===== src/rtl/data_mem_mc.sv =====
// data_mem_mc: multi-cycle word-organised data memory.
// Valid/ready request channel in front, valid/ready response channel out.
// Legal accesses complete LATENCY cycles after accept. Misaligned or
// out-of-range accesses raise exception flags and respond after one cycle.
// Optional feature macro: DATA_MEM_PERF_EN (adds load/store/exception counters).
module data_mem_mc #(
  parameter int    DATA_W    = 32,
  parameter int    ADDR_W    = 10,
  parameter int    DEPTH     = 128,
  parameter int    LATENCY   = 2,
  parameter string INIT_FILE = ""
) (
  input  logic              clk,
  input  logic              rst,
  input  logic              req_valid_i,
  output logic              req_ready_o,
  input  logic              req_we_i,
  input  logic [ADDR_W-1:0] req_addr_i,
  input  logic [DATA_W-1:0] req_wdata_i,
  output logic              rsp_valid_o,
  input  logic              rsp_ready_i,
  output logic [DATA_W-1:0] rsp_rdata_o,
`ifdef DATA_MEM_PERF_EN
  output logic [15:0]       rd_cnt_o,
  output logic [15:0]       wr_cnt_o,
  output logic [15:0]       exc_cnt_o,
`endif
  output logic [1:0]        rsp_exc_o
);

  // Byte-offset bits inside one word, word-index width of the RAM.
  localparam int OFF_W = $clog2(DATA_W / 8);
  localparam int IDX_W = (DEPTH > 1) ? $clog2(DEPTH) : 1;
  localparam int CNT_W = (LATENCY > 1) ? $clog2(LATENCY + 1) : 1;
  localparam logic [ADDR_W-1:0] OFF_MASK = ADDR_W'((1 << OFF_W) - 1);

  typedef enum logic [1:0] {
    IDLE = 2'd0,
    WAIT = 2'd1,
    RESP = 2'd2
  } state_t;

  state_t             state_q, state_d;
  logic [CNT_W-1:0]   cnt_q, cnt_d;

  // Captured request.
  logic               we_q;
  logic [1:0]         exc_q;
  logic [IDX_W-1:0]   idx_q;
  logic [DATA_W-1:0]  wdata_q;

  // Response registers.
  logic [1:0]         rsp_exc_q;
  logic               rd_sel_q;
  logic [DATA_W-1:0]  ram_rdata_q;

  logic [DATA_W-1:0]  mem_q [DEPTH];

  // Control strobes from the next-state logic.
  logic               accept;
  logic               enter_resp;
  logic               ram_we;
  logic               ram_rd;
  logic               rsp_done;

  // Address classification of the incoming request.
  logic [1:0]         exc_in;
  logic [ADDR_W:0]    word_in;

  // Exception flags for the presented address: [0] misaligned, [1] out of range.
  always_comb begin
    word_in   = {1'b0, req_addr_i >> OFF_W};
    exc_in    = 2'b00;
    exc_in[0] = |(req_addr_i & OFF_MASK);
    exc_in[1] = (word_in >= (ADDR_W + 1)'(DEPTH));
  end

  // State and latency counter register.
  always_ff @(posedge clk) begin
    if (rst) begin
      state_q <= IDLE;
      cnt_q   <= '0;
    end else begin
      state_q <= state_d;
      cnt_q   <= cnt_d;
    end
  end

  // Next-state, handshake outputs and datapath strobes.
  always_comb begin
    state_d     = state_q;
    cnt_d       = cnt_q;
    accept      = 1'b0;
    enter_resp  = 1'b0;
    ram_we      = 1'b0;
    ram_rd      = 1'b0;
    rsp_done    = 1'b0;
    req_ready_o = 1'b0;
    rsp_valid_o = 1'b0;
    case (state_q)
      IDLE: begin
        req_ready_o = 1'b1;
        if (req_valid_i) begin
          accept  = 1'b1;
          state_d = WAIT;
          // Exceptions skip the access latency and respond on the next edge.
          cnt_d   = (|exc_in) ? '0 : CNT_W'(LATENCY - 1);
        end
      end
      WAIT: begin
        if (cnt_q == '0) begin
          state_d    = RESP;
          enter_resp = 1'b1;
          ram_we     = we_q & ~(|exc_q);
          ram_rd     = ~we_q & ~(|exc_q);
        end else begin
          cnt_d = cnt_q - 1'b1;
        end
      end
      RESP: begin
        rsp_valid_o = 1'b1;
        if (rsp_ready_i) begin
          state_d  = IDLE;
          rsp_done = 1'b1;
        end
      end
      default: begin
        state_d = IDLE;
        cnt_d   = '0;
      end
    endcase
  end

  // Request capture and response flag registers.
  always_ff @(posedge clk) begin
    if (rst) begin
      we_q      <= 1'b0;
      exc_q     <= 2'b00;
      idx_q     <= '0;
      wdata_q   <= '0;
      rsp_exc_q <= 2'b00;
      rd_sel_q  <= 1'b0;
    end else begin
      if (accept) begin
        we_q    <= req_we_i;
        exc_q   <= exc_in;
        idx_q   <= req_addr_i[OFF_W +: IDX_W];
        wdata_q <= req_wdata_i;
      end
      if (enter_resp) begin
        rsp_exc_q <= exc_q;
        rd_sel_q  <= ram_rd;
      end
    end
  end

  // Block RAM: write port and registered read port. A store pending when
  // reset arrives is dropped, so the write is gated by rst.
  always_ff @(posedge clk) begin
    if (ram_we && !rst) begin
      mem_q[idx_q] <= wdata_q;
    end
    if (ram_rd) begin
      ram_rdata_q <= mem_q[idx_q];
    end
  end

  // Stores and exceptions return zero data; loads return the captured word.
  assign rsp_rdata_o = rd_sel_q ? ram_rdata_q : '0;
  assign rsp_exc_o   = rsp_exc_q;

`ifdef DATA_MEM_PERF_EN
  logic [15:0] rd_cnt_q, wr_cnt_q, exc_cnt_q;

  // Saturating event counters, stepped on each completed response handshake.
  always_ff @(posedge clk) begin
    if (rst) begin
      rd_cnt_q  <= '0;
      wr_cnt_q  <= '0;
      exc_cnt_q <= '0;
    end else if (rsp_done) begin
      if (|rsp_exc_q) begin
        if (exc_cnt_q != 16'hFFFF) exc_cnt_q <= exc_cnt_q + 16'd1;
      end else if (we_q) begin
        if (wr_cnt_q != 16'hFFFF) wr_cnt_q <= wr_cnt_q + 16'd1;
      end else begin
        if (rd_cnt_q != 16'hFFFF) rd_cnt_q <= rd_cnt_q + 16'd1;
      end
    end
  end

  assign rd_cnt_o  = rd_cnt_q;
  assign wr_cnt_o  = wr_cnt_q;
  assign exc_cnt_o = exc_cnt_q;
`endif

endmodule


===== config.mk =====
export PLATFORM = sky130hd
export DESIGN_NAME = data_mem_mc
export DESIGN_NICKNAME = d
export VERILOG_FILES = /design/src/rtl/data_mem_mc.sv
export SDC_FILE = /design/constraint.sdc
export NUM_CORES = 2
export LEC_CHECK = 0
export ABC_CLOCK_PERIOD_IN_PS = 4700
export CAP_MARGIN = 10
export CORE_MARGIN = 1.5
export CORE_UTILIZATION = 50
export DETAILED_ROUTE_END_ITERATION = 7
export PLACE_DENSITY_LB_ADDON = 0.15
export SLEW_MARGIN = 20
export SYNTH_ARGS = -nofsm -noshare
export SYNTH_HDL_FRONTEND = slang
export SYNTH_SLANG_ARGS = --single-unit

===== constraint.sdc =====
create_clock -name clk -period 4.7 [get_ports clk]
set_clock_uncertainty 0.1 [all_clocks]
set_input_delay 0.705 -clock clk [delete_from_list [all_inputs] [get_ports clk]]
set_output_delay 0.705 -clock clk [all_outputs]
set_load 0.05 [all_outputs]

==> flow_summary.rst <==
.. list-table::
   :header-rows: 1

   * - Metric
     - Value
   * - Via density per instance
     - 6.425
   * - Setup TNS
     - 0 ns
   * - Initial Util
     - 50.30%
   * - Antenna-violating nets left
     - 0
   * - Share of post-route cells with drive strength above 1
     - 35.02%
   * - Most common cell in the netlist
     - sky130_fd_sc_hd__edfxtp_1
   * - Top cell by count, worst path
     - sky130_fd_sc_hd__buf_4
   * - Via count of the routed design
     - 72,480
   * - Layout-stage area growth over the synthesis result
     - 14.51%
   * - Count of flip-flops with a built-in enable after synthesis
     - 4,128
   * - Most frequent cells after synthesis
     - 4,128 x sky130_fd_sc_hd__edfxtp_1, 1,344 x sky130_fd_sc_hd__mux4_2, 202 x sky130_fd_sc_hd__clkbuf_1
   * - Arrival time of data at the critical path endpoint
     - 4.72 ns
   * - Critical Path Start Type
     - flop
   * - CTS resizes
     - 0
   * - H-tree levels
     - 5
   * - Main area contributors after synthesis
     - sky130_fd_sc_hd__edfxtp_1 78%, sky130_fd_sc_hd__mux4_2 19%, sky130_fd_sc_hd__dfxtp_1 0.62%, sky130_fd_sc_hd__clkbuf_1 0.48%, sky130_fd_sc_hd__nor2_1 0.32%
   * - Max-Cap Viols
     - 0
   * - Run status
     - finished, final reports clean
   * - Worst-path cell chain
     - inv_1 -> ha_1 -> nand3b_1 -> nor4_1 -> buf_4 -> nand2_2 -> nor2_4 -> buf_4
   * - Dominant synthesized flop cell
     - sky130_fd_sc_hd__edfxtp_1
   * - Post-synthesis cell count
     - 6,240
   * - Clock network fraction of design power
     - 41.2%
   * - Number of clock buffers inserted by TritonCTS
     - 412
   * - Final Core Density
     - 57.60%
   * - Worst IR Drop VDD
     - 298.1 uV
   * - Buffers inserted by post-CTS timing repair
     - 0
   * - DRT Wirelength
     - 412,800 um
   * - Source of the critical timing path
     - cnt_q[0]$_SDFFE_PP0P_
   * - Clock tree from TritonCTS
     - done
   * - Setup repair after global routing missed its margin
     - false
   * - Startpoint of the worst register-to-register path
     - cnt_q[0]$_SDFFE_PP0P_
   * - Post-synthesis sequential element count
     - 4,177
   * - Post-Synthesis Cell Area
     - 158,500 um2
   * - Total overflow reported by the global router
     - 0
   * - Top-level I/O count
     - 83
   * - Delay of the slowest cell on the worst path
     - 0.83 ns
   * - Row cnt
     - 206
   * - Final cycle utilization of the critical path
     - 90.08%
   * - Sw Ratio
     - 21.51%
   * - Final setup viols
     - 0
   * - Clock-pin slew of the registers on the worst-case setup and hold paths
     - 0.06 ns
   * - Portion of the post-synthesis area used by sequential elements
     - 78.80%
   * - Portion of total power attributed to sequential cells
     - 53.2%
   * - Fmax
     - 236.2 MHz
   * - Max-slew violation count
     - 0
   * - FF-to-FF setup slack
     - 0.47 ns
   * - Final #Nets
     - 6,798
   * - Min-Delay Path Class
     - primary input to flop
   * - Maximum number of buffers from clock root to sink
     - 4
   * - Cell leakage power
     - 53.65 nW
   * - Number of failing hold endpoints at the final stage
     - 0
   * - Post-synth net total
     - 6,288
   * - Die Wd
     - 566.1 um
   * - Via count of the first global-routing pass
     - 73,350
   * - Required time reported for the critical path endpoint
     - 5.18 ns
   * - Die ar.
     - 320,500 um2
   * - Synthesized area per cell
     - 25.41 um2
   * - Worst Setup End Kind
     - flop
   * - Total global routing track utilization
     - 25.87%
   * - Crit path time final
     - 4.234 ns
   * - Core Footprint
     - 315,200 um2
   * - Final instance area
     - 181,600 um2
   * - Number of warnings reported in the yosys synthesis log
     - 0
   * - Reg-to-Reg End
     - mem_q[45][26]$_DFFE_PP_
   * - HPWL Detailed
     - 228,500 um
   * - Final RePlAce weighted congestion
     - 0.8010
   * - Share of async-settable or async-resettable flops after synthesis
     - 0%
   * - Vertical die dimension
     - 566.1 um
   * - Area fraction of the dominant cell type after synthesis
     - 78.19%
   * - Sink count of the clock tree
     - 4,177
   * - Drt first pass iters
     - 5
   * - Crit path max fanout
     - 17
   * - Clock root buffer
     - sky130_fd_sc_hd__clkbuf_16
   * - Worst R2R Path Depth
     - 8
   * - Slew headroom
     - 22.64%
   * - Clock latency on the worst-skew pair
     - 0.95 ns
   * - Post-placement cell area
     - 168,300 um2
   * - Worst hold-check slack
     - 0.2002 ns
   * - 1st-iter DRT viols
     - 9,786
   * - Maximum number of pins on one net before global-route repair
     - 90
   * - Net switching power of the design
     - 16.84 mW
   * - Wire length of the first global-routing pass
     - 577,000 um
   * - Share of power burned in combinational logic
     - 5.6%
   * - Capturing element of the worst setup path
     - mem_q[45][26]$_DFFE_PP_
   * - Slowest cell on the critical path
     - sky130_fd_sc_hd__nor2_4
   * - Internal power component
     - 61.45 mW
   * - Count of hold-fix buffers inserted at cts
     - 0
   * - Power density over cell area
     - 431.2 nW/um2
   * - Synth area leader
     - sky130_fd_sc_hd__edfxtp_1
   * - Drt wl/cell
     - 36.59 um
   * - Synth cell types
     - 26
   * - Critical Setup Path Class
     - flop to flop
   * - DRC violations left
     - 0
   * - Transition time at the pin with the least slew margin
     - 1.158 ns
   * - Total of buffers placed on input and output ports
     - 82
   * - Antenna violations before repair
     - 41
## registers in the layout, summed over array words and instances, names as in the netlist
name	cells
exc_q	2
rd_sel_q	1
wdata_q	32
state_q	2
we_q	1
idx_q	7
rsp_exc_o	2
cnt_q	2
mem_q	4096
ram_rdata_q	32
## cells in the final DEF, fill, tap and decap left out, types with 7 or more instances in the layout
| cell | instances |
|---|---|
| sky130_fd_sc_hd__a21oi_1 | 47 |
| sky130_fd_sc_hd__and2_1 | 33 |
| sky130_fd_sc_hd__buf_12 | 111 |
| sky130_fd_sc_hd__buf_4 | 230 |
| sky130_fd_sc_hd__bufinv_16 | 38 |
| sky130_fd_sc_hd__clkbuf_1 | 84 |
| sky130_fd_sc_hd__clkbuf_16 | 419 |
| sky130_fd_sc_hd__clkdlybuf4s50_1 | 81 |
| sky130_fd_sc_hd__clkinv_1 | 92 |
| sky130_fd_sc_hd__clkinv_2 | 85 |
| sky130_fd_sc_hd__clkinvlp_4 | 14 |
| sky130_fd_sc_hd__dfxtp_1 | 9 |
| sky130_fd_sc_hd__dfxtp_4 | 38 |
| sky130_fd_sc_hd__diode_2 | 28 |
| sky130_fd_sc_hd__edfxtp_1 | 4128 |
| sky130_fd_sc_hd__inv_6 | 14 |
| sky130_fd_sc_hd__mux2_2 | 32 |
| sky130_fd_sc_hd__mux4_2 | 1344 |
| sky130_fd_sc_hd__nand2_1 | 93 |
| sky130_fd_sc_hd__nand2_2 | 8 |
| sky130_fd_sc_hd__nor2_1 | 9 |
| sky130_fd_sc_hd__nor2_4 | 128 |
| sky130_fd_sc_hd__nor2b_1 | 7 |
## through the flow
stage	cells	worst slack, ns	total power [mW]
after floorplan	6240	0.9262	44.80
after global placement	10490	0.4607	46.76
after detailed placement	10490	0.4847	46.83
after CTS	11250	0.4570	78.76
after global routing	11270	0.3500	80.33
final	11280	0.4664	78.29
## worst max-delay path, delay by kind of cell, from the launching register on
family | cells | cell delay (ns)
buf+inv | 3 | 0.85
simple gates | 4 | 2.31
flops | 1 | 0.31
fa+ha+maj | 1 | 0.24
## logic make-up (layout without fill, tap and decap cells)
logic type | Yosys count | count (layout) | share of synthesized area [%]
buffers and inverters | 336 | 1190 | 0.8981
multiplexers | 1379 | 1379 | 19.34
AND/OR/NAND/NOR | 300 | 300 | 0.8034
adder cells (fa/ha/maj) | 1 | 1 | 0.007891
AO/OA/AOI/OAI | 47 | 47 | 0.1484
flip-flops | 4177 | 4177 | 78.80
other | 0 | 28 | 0
## how the worst min path moves through the flow
stage / startpoint / to / slack [ns] / cells past startpoint
after floorplan: cnt_q[0]$_SDFFE_PP0P_ / cnt_q[0]$_SDFFE_PP0P_ / 0.34 / 2
after global placement: exc_q[1]$_SDFFE_PP0P_ / exc_q[1]$_SDFFE_PP0P_ / 0.37 / 2
after detailed placement: exc_q[1]$_SDFFE_PP0P_ / exc_q[1]$_SDFFE_PP0P_ / 0.37 / 2
after CTS: req_wdata_i[27] / wdata_q[27]$_SDFFE_PP0P_ / 0.14 / 3
after global routing: req_wdata_i[27] / wdata_q[27]$_SDFFE_PP0P_ / 0.20 / 3
final: req_wdata_i[27] / wdata_q[27]$_SDFFE_PP0P_ / 0.20 / 3
## per-layer routing
layer	up-vias	track usage, %	share of wire, %	wire length (um)
met2	3406	40.01	47	195000
li1	28320	-	-	-
met4	8	6.075	2.3	9509
met5	-	0	0.014	59
met1	40280	38.99	41	170900
met3	469	4.418	9.0	37290
## power by group through the flow
stage | Sequential [mW] | Clock (mW) | Combinational (mW)
6_report | 41.7 | 32.3 | 4.37
5_1_grt | 41.7 | 34.1 | 4.55
4_1_cts | 41.7 | 32.7 | 4.39
3_5_place_dp | 42.4 | 0 | 4.38
3_3_place_gp | 42.4 | 0 | 4.35
2_1_floorplan | 42.3 | 0 | 2.45
## final cells by class
cell class	instances	area (um2)
fill	22210	133700
clock inverter	251	2266
inverter	4	15.01
timing repair buffer	428	4886
sequential	4177	125100
multi-input combinational	1727	33170
clock buffer	507	10860
antenna	28	70.07
tap	4160	5205
No activity file was read; power rests on OpenSTA's default activity.
